`config.mk`:
```
export PLATFORM = sky130hd
export DESIGN_NAME = rxpkt_reassembly
export DESIGN_NICKNAME = d
export VERILOG_FILES = /design/src/rtl/rxpkt_pkg.sv /design/src/rtl/rxpkt_csum_acc.sv /design/src/rtl/rxpkt_reassembly.sv
export SDC_FILE = /design/constraint.sdc
export NUM_CORES = 2
export LEC_CHECK = 0
export BUFFER_PORTS_ARGS = -buffer_cell sky130_fd_sc_hd__buf_2
export CORE_AREA = 3 3 401 403
export DETAILED_ROUTE_END_ITERATION = 16
export DIE_AREA = 0 0 404 406
export PLACE_DENSITY_LB_ADDON = 0.08
export SYNTH_ARGS = -nofsm -noshare
export SYNTH_HDL_FRONTEND = slang
export SYNTH_HIERARCHICAL = 1
export SYNTH_SLANG_ARGS = --single-unit
```
`constraint.sdc`:
```
create_clock -name clk_i -period 51.8 [get_ports clk_i]
set_clock_uncertainty 0.2 [all_clocks]
set_input_delay 0 -clock clk_i [delete_from_list [all_inputs] [get_ports clk_i]]
set_output_delay 0 -clock clk_i [all_outputs]
set_load 0.005 [all_outputs]
```
`src/rtl/rxpkt_pkg.sv`:
```
// Shared constants and state encoding for the lasernet receive packet engine.
package rxpkt_pkg;

    localparam int HDR_WORDS = 5;

    localparam int W_PORTS = 0;
    localparam int W_SEQ   = 1;
    localparam int W_ACK   = 2;
    localparam int W_FLAGS = 3;
    localparam int W_CSUM  = 4;

    localparam int FLAGS_HI = 24;
    localparam int FLAGS_LO = 16;

    localparam logic [7:0] BLANK_BYTE = 8'h20;

    typedef enum logic [1:0] {
        ST_IDLE   = 2'd0,
        ST_SUM    = 2'd1,
        ST_CHECK  = 2'd2,
        ST_COMMIT = 2'd3
    } state_e;

endpackage

```
`src/rtl/rxpkt_csum_acc.sv`:
```
// Serial 16-bit ones'-complement accumulator; end-around carry folded every cycle.
module rxpkt_csum_acc (
    input  logic        clk_i,
    input  logic        reset_i,
    input  logic        clr_i,
    input  logic        en_i,
    input  logic [15:0] din_i,
    output logic [15:0] sum_o
);

    logic [15:0] sum_q;
    logic [15:0] sum_d;
    logic [16:0] add;

    always_comb begin
        add   = {1'b0, sum_q} + {1'b0, din_i};
        sum_d = add[15:0] + {15'b0, add[16]};
    end

    always_ff @(posedge clk_i or posedge reset_i) begin
        if (reset_i) begin
            sum_q <= 16'h0000;
        end else if (clr_i) begin
            sum_q <= 16'h0000;
        end else if (en_i) begin
            sum_q <= sum_d;
        end
    end

    assign sum_o = sum_q;

endmodule

```
`src/rtl/rxpkt_reassembly.sv`:
```
// Receive packet engine: serial checksum, ISN-relative sequencing, slot reassembly.
// Define RXPKT_OOO_BUF_EN to accept out-of-order in-window packets into their slots.
//
// state     | meaning
// ST_IDLE   | waiting for ready, packet/isn captured on strobe
// ST_SUM    | one halfword per cycle into the checksum accumulator
// ST_CHECK  | accumulator compared against 16'hFFFF
// ST_COMMIT | good packet: slot write, seq/ack/flags update
module rxpkt_reassembly
    import rxpkt_pkg::*;
#(
    parameter int DATA_WORDS = 4,
    parameter int NUM_SLOTS  = 5
) (
    input  logic                                clk_i,
    input  logic                                reset_i,
    input  logic                                ready_i,
    input  logic [31:0]                         isn_i,
    input  logic [32*(HDR_WORDS+DATA_WORDS)-1:0] packet_i,
    output logic                                busy_o,
    output logic [31:0]                         seq_o,
    output logic [31:0]                         ack_o,
    output logic [8:0]                          flags_o,
    output logic [NUM_SLOTS*DATA_WORDS*32-1:0]  message_o,
    output logic [NUM_SLOTS-1:0]                slot_valid_o,
    output logic                                complete_o,
    output logic                                pkt_good_o,
    output logic                                pkt_bad_o,
    output logic                                overrun_o
);

    localparam int PKT_WORDS = HDR_WORDS + DATA_WORDS;
    localparam int PKT_W     = 32 * PKT_WORDS;
    localparam int NUM_HW    = 2 * PKT_WORDS;
    localparam int HW_W      = $clog2(NUM_HW);
    localparam int SLOT_W    = DATA_WORDS * 32;
    localparam int MSG_W     = NUM_SLOTS * SLOT_W;
    localparam int EXP_W     = $clog2(NUM_SLOTS + 2);

    state_e               state_q;
    logic [PKT_W-1:0]     packet_q;
    logic [31:0]          isn_q;
    logic [HW_W-1:0]      hw_idx_q;
    logic [EXP_W-1:0]     expected_q, expected_d;
    logic [NUM_SLOTS-1:0] slot_valid_q, slot_valid_d;
    logic [MSG_W-1:0]     message_q, message_d;
    logic [31:0]          seq_q, ack_q;
    logic [8:0]           flags_q;
    logic                 busy_q, complete_q;
    logic                 pkt_good_q, pkt_bad_q, overrun_q;

    logic [15:0]          hw_sel;
    logic [15:0]          sum;
    logic [31:0]          seq_fld, ack_fld, rel;
    logic [8:0]           flags_fld;
    logic                 in_win, wr_en;

    rxpkt_csum_acc u_csum (
        .clk_i   (clk_i),
        .reset_i (reset_i),
        .clr_i   ((state_q == ST_IDLE) && ready_i),
        .en_i    (state_q == ST_SUM),
        .din_i   (hw_sel),
        .sum_o   (sum)
    );

    always_comb begin
        hw_sel = 16'h0000;
        for (int k = 0; k < NUM_HW; k++) begin
            if (hw_idx_q == HW_W'(k)) hw_sel = packet_q[(NUM_HW-1-k)*16 +: 16];
        end
    end

    always_comb begin
        seq_fld   = packet_q[32*(PKT_WORDS-1-W_SEQ) +: 32];
        ack_fld   = packet_q[32*(PKT_WORDS-1-W_ACK) +: 32];
        flags_fld = packet_q[32*(PKT_WORDS-1-W_FLAGS)+FLAGS_LO +: FLAGS_HI-FLAGS_LO+1];
        // Unsigned modular difference: seq below isn lands far outside the window.
        rel       = seq_fld - isn_q;
        in_win    = (rel != 32'd0) && (rel <= 32'(NUM_SLOTS));
`ifdef RXPKT_OOO_BUF_EN
        wr_en     = in_win;
`else
        wr_en     = in_win && (rel == 32'(expected_q));
`endif
        message_d    = message_q;
        slot_valid_d = slot_valid_q;
        for (int k = 0; k < NUM_SLOTS; k++) begin
            if (wr_en && (rel == 32'(k + 1))) begin
                message_d[k*SLOT_W +: SLOT_W] = packet_q[SLOT_W-1:0];
                slot_valid_d[k]               = 1'b1;
            end
        end
`ifdef RXPKT_OOO_BUF_EN
        expected_d = EXP_W'(NUM_SLOTS + 1);
        for (int k = NUM_SLOTS - 1; k >= 0; k--) begin
            if (!slot_valid_d[k]) expected_d = EXP_W'(k + 1);
        end
`else
        expected_d = wr_en ? expected_q + EXP_W'(1) : expected_q;
`endif
    end

    always_ff @(posedge clk_i or posedge reset_i) begin
        if (reset_i) begin
            state_q      <= ST_IDLE;
            packet_q     <= '0;
            isn_q        <= 32'h0;
            hw_idx_q     <= '0;
            expected_q   <= EXP_W'(1);
            slot_valid_q <= '0;
            message_q    <= {(MSG_W/8){BLANK_BYTE}};
            seq_q        <= 32'h0;
            ack_q        <= 32'h0;
            flags_q      <= 9'h0;
            busy_q       <= 1'b0;
            complete_q   <= 1'b0;
            pkt_good_q   <= 1'b0;
            pkt_bad_q    <= 1'b0;
            overrun_q    <= 1'b0;
        end else begin
            pkt_good_q <= 1'b0;
            pkt_bad_q  <= 1'b0;
            overrun_q  <= ready_i && busy_q;
            case (state_q)
                ST_IDLE: begin
                    if (ready_i) begin
                        packet_q <= packet_i;
                        isn_q    <= isn_i;
                        hw_idx_q <= '0;
                        busy_q   <= 1'b1;
                        state_q  <= ST_SUM;
                    end
                end
                ST_SUM: begin
                    hw_idx_q <= hw_idx_q + HW_W'(1);
                    if (hw_idx_q == HW_W'(NUM_HW - 1)) state_q <= ST_CHECK;
                end
                ST_CHECK: begin
                    if (sum == 16'hFFFF) begin
                        state_q <= ST_COMMIT;
                    end else begin
                        pkt_bad_q <= 1'b1;
                        busy_q    <= 1'b0;
                        state_q   <= ST_IDLE;
                    end
                end
                ST_COMMIT: begin
                    ack_q        <= ack_fld;
                    flags_q      <= flags_fld;
                    if (wr_en) seq_q <= seq_fld;
                    message_q    <= message_d;
                    slot_valid_q <= slot_valid_d;
                    complete_q   <= &slot_valid_d;
                    expected_q   <= expected_d;
                    pkt_good_q   <= 1'b1;
                    busy_q       <= 1'b0;
                    state_q      <= ST_IDLE;
                end
                default: begin
                    busy_q  <= 1'b0;
                    state_q <= ST_IDLE;
                end
            endcase
        end
    end

    assign busy_o       = busy_q;
    assign seq_o        = seq_q;
    assign ack_o        = ack_q;
    assign flags_o      = flags_q;
    assign message_o    = message_q;
    assign slot_valid_o = slot_valid_q;
    assign complete_o   = complete_q;
    assign pkt_good_o   = pkt_good_q;
    assign pkt_bad_o    = pkt_bad_q;
    assign overrun_o    = overrun_q;

endmodule
```
### Yosys cells after proc, flatten, opt, wreduce, memory -nomap -nowiden

Cells that the tools add are included.

| word-level totals | value |
|---|---|
| bits in registers | 1,069 |
| output and inout bits | 723 |
| word-level logic and storage cells | 119 |

| cells by class | value |
|---|---|
| $add $sub $neg | 5 |
| order comparisons | 1 |
| equality and inequality tests | 30 |
| multiplexer cells | 37 |
| reductions and logical operators | 26 |

Operator list:

| kind | number |
|---|---|
| 2-to-1 mux 16 bit | 20 |
| == test 32 x 2 -> 1 bit, second input constant | 2 |
| == test 32 x 3 -> 1 bit, second input constant | 2 |
| == test 5 x 4 -> 1 bit, second input constant | 8 |
| == test 32 x 1 -> 1 bit, second input constant | 1 |
| == test 32 x 3 -> 1 bit | 1 |
| <= comparator 32 x 3 -> 1 bit, second input constant | 1 |
| nonzero test 32 bit | 1 |
| subtractor 32 bit | 1 |
| == test 5 x 3 -> 1 bit, second input constant | 4 |
| AND reduction 2 bit | 9 |
| adder 16 x 16 -> 17 bit | 1 |
| adder 16 x 1 -> 16 bit | 1 |
| == test 16 bit, second input constant | 1 |
| == test 5 x 2 -> 1 bit, second input constant | 2 |
| == test 5 bit, second input constant | 2 |
| 2-to-1 mux 1 bit | 10 |
| case mux 5 bit (2 select lines) | 1 |
| logical AND 1 bit | 9 |
| case mux 2 bit (4 select lines) | 1 |
| 2-to-1 mux 2 bit | 3 |
| inequality test 2 bit, second input constant | 3 |
| adder 5 x 1 -> 5 bit, second input constant | 1 |
| == test 5 x 1 -> 1 bit, second input constant | 1 |
| 11 further kinds | 13 |

### Logic depth before layout (Yosys ltp)

| logic depth | value |
|---|---|
| depth in word-level cells | 23 |
| mapped depth | 33 |

### Cells and area by module

The synthesis kept the hierarchy.

By module, submodules not included:

| module | times used | cells each | area an instance (um2) | seq. area each (um2) |
|---|---|---|---|---|
| rxpkt_reassembly | 1 | 3,170 | 44,811.7 | 26,451.6 |
| rxpkt_csum_acc | 1 | 225 | 1,936.9 | 400.4 |

### Worst setup path before layout

No wires, ideal clock.

| timing path | value |
|---|---|
| path type | reg-to-reg |
| start | register hw_idx_q[0] |
| end | register u_csum.sum_q[15] (netlist: u_csum/sum_o[15]) |
| data arrival time | 5.613 ns |
| slack | 45.887 ns |
| stages on the path, launching flop included | 33 |
| period minus slack after synthesis | 5.913 ns |
| path through | dfrtp_1 > inv_1 > ha_1 > nor2b_1 > clkbuf_1 > clkbuf_1 > a221oi_1 > o32ai_1 > a22oi_1 > o211ai_1 > o21ai_0 > nand3_1 > o21ai_0 > o211ai_1 > o21ai_0 > a31oi_1 > inv_1 > fa_1 > nor2b_4 > o31ai_1 > a21oi_1 > a211o_1 > a21o_1 > a21oi_1 > o21bai_1 > ha_1 > nand2b_1 > nor2_1 > and4_4 > nand3_4 > nor4b_4 > nand3_1 > a311oi_1 |

| between the ends | value |
|---|---|
| longest elaborated chain between the ends | 23 |
| elaborated cells between the ends (all ways) | 40 |

Ends and longest elaborated chain:

| what | RTL line | RTL |
|---|---|---|
| from (decl) | rxpkt_reassembly.sv:43 | `logic [HW_W-1:0] hw_idx_q;` |
| from (signal assigned) | rxpkt_reassembly.sv:136 | `hw_idx_q <= hw_idx_q + HW_W'(1);` |
| logical NOT 5 bit | rxpkt_reassembly.sv:70 | `if (hw_idx_q == HW_W'(k)) hw_sel = packet_q[(NUM_HW-1-k)*16 +: 16];` |
| 2-to-1 mux 16 bit (17 in a row) | rxpkt_reassembly.sv:70 |  |
| 2-to-1 mux 16 bit * | rxpkt_reassembly.sv:70 |  |
| net hw_sel[1] | rxpkt_reassembly.sv:52 | `logic [15:0] hw_sel;` |
| adder 16 x 16 -> 17 bit * | rxpkt_csum_acc.sv:16 | `add = {1'b0, sum_q} + {1'b0, din_i};` |
| adder 16 x 1 -> 16 bit * | rxpkt_csum_acc.sv:17 | `sum_d = add[15:0] + {15'b0, add[16]};` |
| 2-to-1 mux 16 bit * | rxpkt_csum_acc.sv:25 | `end else if (en_i) begin` |
| 2-to-1 mux 16 bit * | rxpkt_csum_acc.sv:23 | `end else if (clr_i) begin` |
| to (signal assigned) | rxpkt_csum_acc.sv:26 | `sum_q <= sum_d;` |
| to (decl) | rxpkt_csum_acc.sv:11 | `logic [15:0] sum_q;` |

Mark *: on every way through the listed nets, which the timed path passes. The rest lies on a longest branch. The select of a mux whose other input is x is not followed.
A chain may end at the register's enable or synchronous reset.

### Worst setup path in the final report

Ends and elaborated chain as after synthesis.

==> run summary <==
Comb power frac: 0.370
Setup crit end kind: flop
Required @ worst endpoint: 52.22 ns
Synthesis Warnings: 6
startpoint types: flop
Pint: 2.12 mW
synthesized cell area: 0.0467 sq mm
Final TNS setup: 0 ns
Hold Path Class: in -> reg
die width: 404 microns
asr flop ratio synth: 1.00
Hold Violations, Final: 0
clk_lat worst skew: 0.74 ns
Syn Nets: 3,779
Post-Synthesis Cells: 3,395
outcome: complete, no violations
WL final: 196,000 microns
Root Driver: clkbuf_16
CP max-delay cell: nor2_2
Placer Congestion: 0.866
Placed Area: 0.0538 sq mm
post_cts resized: 0
crit path kind: reg -> reg
Die Area: 0.164 sq mm
# rows: 146
cell taking the most area after synthesis: dfrtp_1
largest net degree at the start of global routing: 179
Total Power: 3.53 mW
routed len/inst: 26.8 microns
EDFF count, synth: 0
PD cells: 54.1 mW/mm^2
TritonCTS Sinks: 1,069
Worst Max-Slew Pin Slew: 1.13 ns
CTS H-Tree Depth: 4
Chip Height: 406 microns
Filler cells: 15,400
Max Clock Freq: 122 MHz
Sequential Power Share: 0.370
CTS tree: yes
I/O Pins: 1,046
DRC violations left: 0
ANT nets after route: 0
Port Buffers: 1,045
fin crit share: 0.158
vias in the first global route: 36,700
# hold bufs at CTS: 703
mux contribution to synthesized area: 0.250
Synth Register Bits: 1,069
Synth Area in Compound Gates: 0.0735
Net Sw Power: 1.42 mW
max-slew violations: 0
DRT iter0 DRCs: 1,963
maximum clock insertion buffer count: 3
setup repair bufs after CTS: 0
initial antenna violation count: 50
Tmin final: 8.19 ns
CP Max Fanout: 34
Distinct cells, synth: 95
final instance area: 0.0653 sq mm
core area: 0.158 sq mm
reg2reg setup slack: 43.61 ns
layout cell share with drive strength beyond 1: 0.412
DP HPWL: 144,000 microns
main combinational cell family by area after synthesis: multiplexers
Synth top area share: 0.529
worst endpoint data arrival time: 8.61 ns
final setup vio count: 0
Util after Layout: 0.413
Initial Util: 0.296
first-pass GRT wire length: 276,000 microns
Fin Hold WS: 0.0565 ns
Layout area overhead: 39.6%
Post-Synth XOR/XNOR Area: 0.00715
switch share: 0.401
Lkg Pwr: 32.7 nW
RSZ-0062 raised after global routing: false
Slew HR: 0.243
mean post-synth cell area: 13.8 sq um
total of max-cap violations: 0
Peak VDD IR: 0.0327 mV
main area contributors after synthesis: dfrtp_1, mux2_2, mux2_1
Num CTS Buffers: 130
Crit path largest cell delay: 0.97 ns
Top FF cell, synth: dfrtp_1
Clk pin slew, worst setup/hold paths: 0.06 ns
total gr overflow: 0
via count: 35,100
Final Net Count: 5,509
adder-cell share of the synthesized area: 0.0166
Clk pwr share: 0.260
number of vias per cell: 4.80
first-pass iteration count of the detailed router: 5
sequential element share of the synthesized area: 0.574
Synth Area in Simple Gates: 0.0484
Overall Global Routing Usage: 0.235
## critical path, delay by kind of cell, from the launching register on
kind | cells | cell delay (ns)
adder cells (fa/ha/maj) | 4 | 1.79
AND/OR/NAND/NOR | 10 | 2.94
AO/OA/AOI/OAI | 14 | 2.53
flip-flops | 1 | 0.43
buffers and inverters | 2 | 0.19
## power by group through the flow
| stage | Sequential (mW) | Clock (mW) | Combinational, mW |
|---|---|---|---|
| 2_1_floorplan | 1.11 | 0 | 0.903 |
| 3_3_place_gp | 1.34 | 0 | 1.23 |
| 3_5_place_dp | 1.34 | 0 | 1.22 |
| 4_1_cts | 1.32 | 0.947 | 1.31 |
| 5_1_grt | 1.33 | 0.981 | 1.44 |
| 6_report | 1.31 | 0.918 | 1.31 |
## metal layers
metal / vias to the layer above / wire [microns] / GRT usage / part of all wire
met2: 1066 / 95300 / 0.399 / 0.49
met1: 17900 / 80600 / 0.285 / 0.41
li1: 15800 / - / - / -
met5: - / 149 / 0 / 0.00076
met3: 269 / 13400 / 0.0674 / 0.068
met4: 22 / 6660 / 0.0782 / 0.034
## stage by stage
step	setup slack, ns	instances
2_1_floorplan	22.10	3395
3_3_place_gp	43.89	6362
3_5_place_dp	43.75	6362
4_1_cts	43.72	7297
5_1_grt	42.89	7311
6_report	43.61	7323
## layout make-up
class / instances / area (sq um) / area share
Multi-Input combinational cell: 2067 / 18500 / 0.284
Inverter: 64 / 248 / 0.00380
Timing Repair Buffer: 1793 / 12700 / 0.194
Clock inverter: 33 / 434 / 0.00665
Clock buffer: 199 / 3890 / 0.0595
Sequential cell: 1069 / 26900 / 0.411
Tap cell: 2072 / 2590 / 0.0397
Antenna cell: 26 / 65.1 / 0.000997
## cells in the mapped netlist (19+ instances only)
master    count
xnor2_1      19
a21oi_1     105
mux2_1      264
nor2_1      101
a22oi_1      19
nand4_1      24
ha_1         59
mux2_4       98
mux2_2      638
nor3_1       23
a221oi_1     22
inv_1        63
buf_8        32
nand2_1     150
dfstp_2      81
a211oi_1     35
buf_2        22
o211ai_1     25
dfrtp_1     988
o21ai_0     149
nor2b_1      41
clkbuf_1    120
nand3_1      29
## final timing paths
path	from	to	cells past startpoint
max reg2reg	hw_idx_q[0]	u_csum/sum_o[15]	30
max in group asynchronous	reset_i	message_o[63]	7
min in group asynchronous	reset_i	hw_idx_q[3]	4
min reg2reg	message_o[30]	message_o[30]	1
max	hw_idx_q[0]	u_csum/sum_o[15]	30
min	packet_i[17]	packet_q[17]	4
## kinds of logic after synthesis
kind of cell               Yosys count
adders and majority gates           61
buffers and inverters              259
muxes                             1004
xor gates and xnor gates            36
AOI/OAI and AO/OA                  512
DFF                               1069
and+or+nand+nor                    454
## state kept, by name (all words and copies together) (netlist names)
signal / flops
message_o: 640
busy_o: 1
overrun_o: 1
hw_idx_q: 5
ack_o: 32
pkt_bad_o: 1
state_q: 2
pkt_good_o: 1
u_csum/sum_o: 16
seq_o: 32
complete_o: 1
flags_o: 9
isn_q: 32
expected_q: 3
slot_valid_o: 5
packet_q: 288
## placed cells by master, fill, tap and decap left out, types with 26 or more instances in the layout
cell type,count
clkbuf_1,35
dfrtp_1,988
a21oi_1,105
nor2b_1,41
clkbuf_16,133
clkbuf_8,31
dfstp_2,81
mux2_2,638
ha_1,57
diode_2,26
buf_4,41
a211oi_1,35
inv_1,62
dlygate4sd3_1,703
mux2_4,98
nand3_1,27
nand2_1,150
buf_2,1045
o21ai_0,149
nor2_1,96
mux2_1,264
Power figures use the tool's default switching activity.
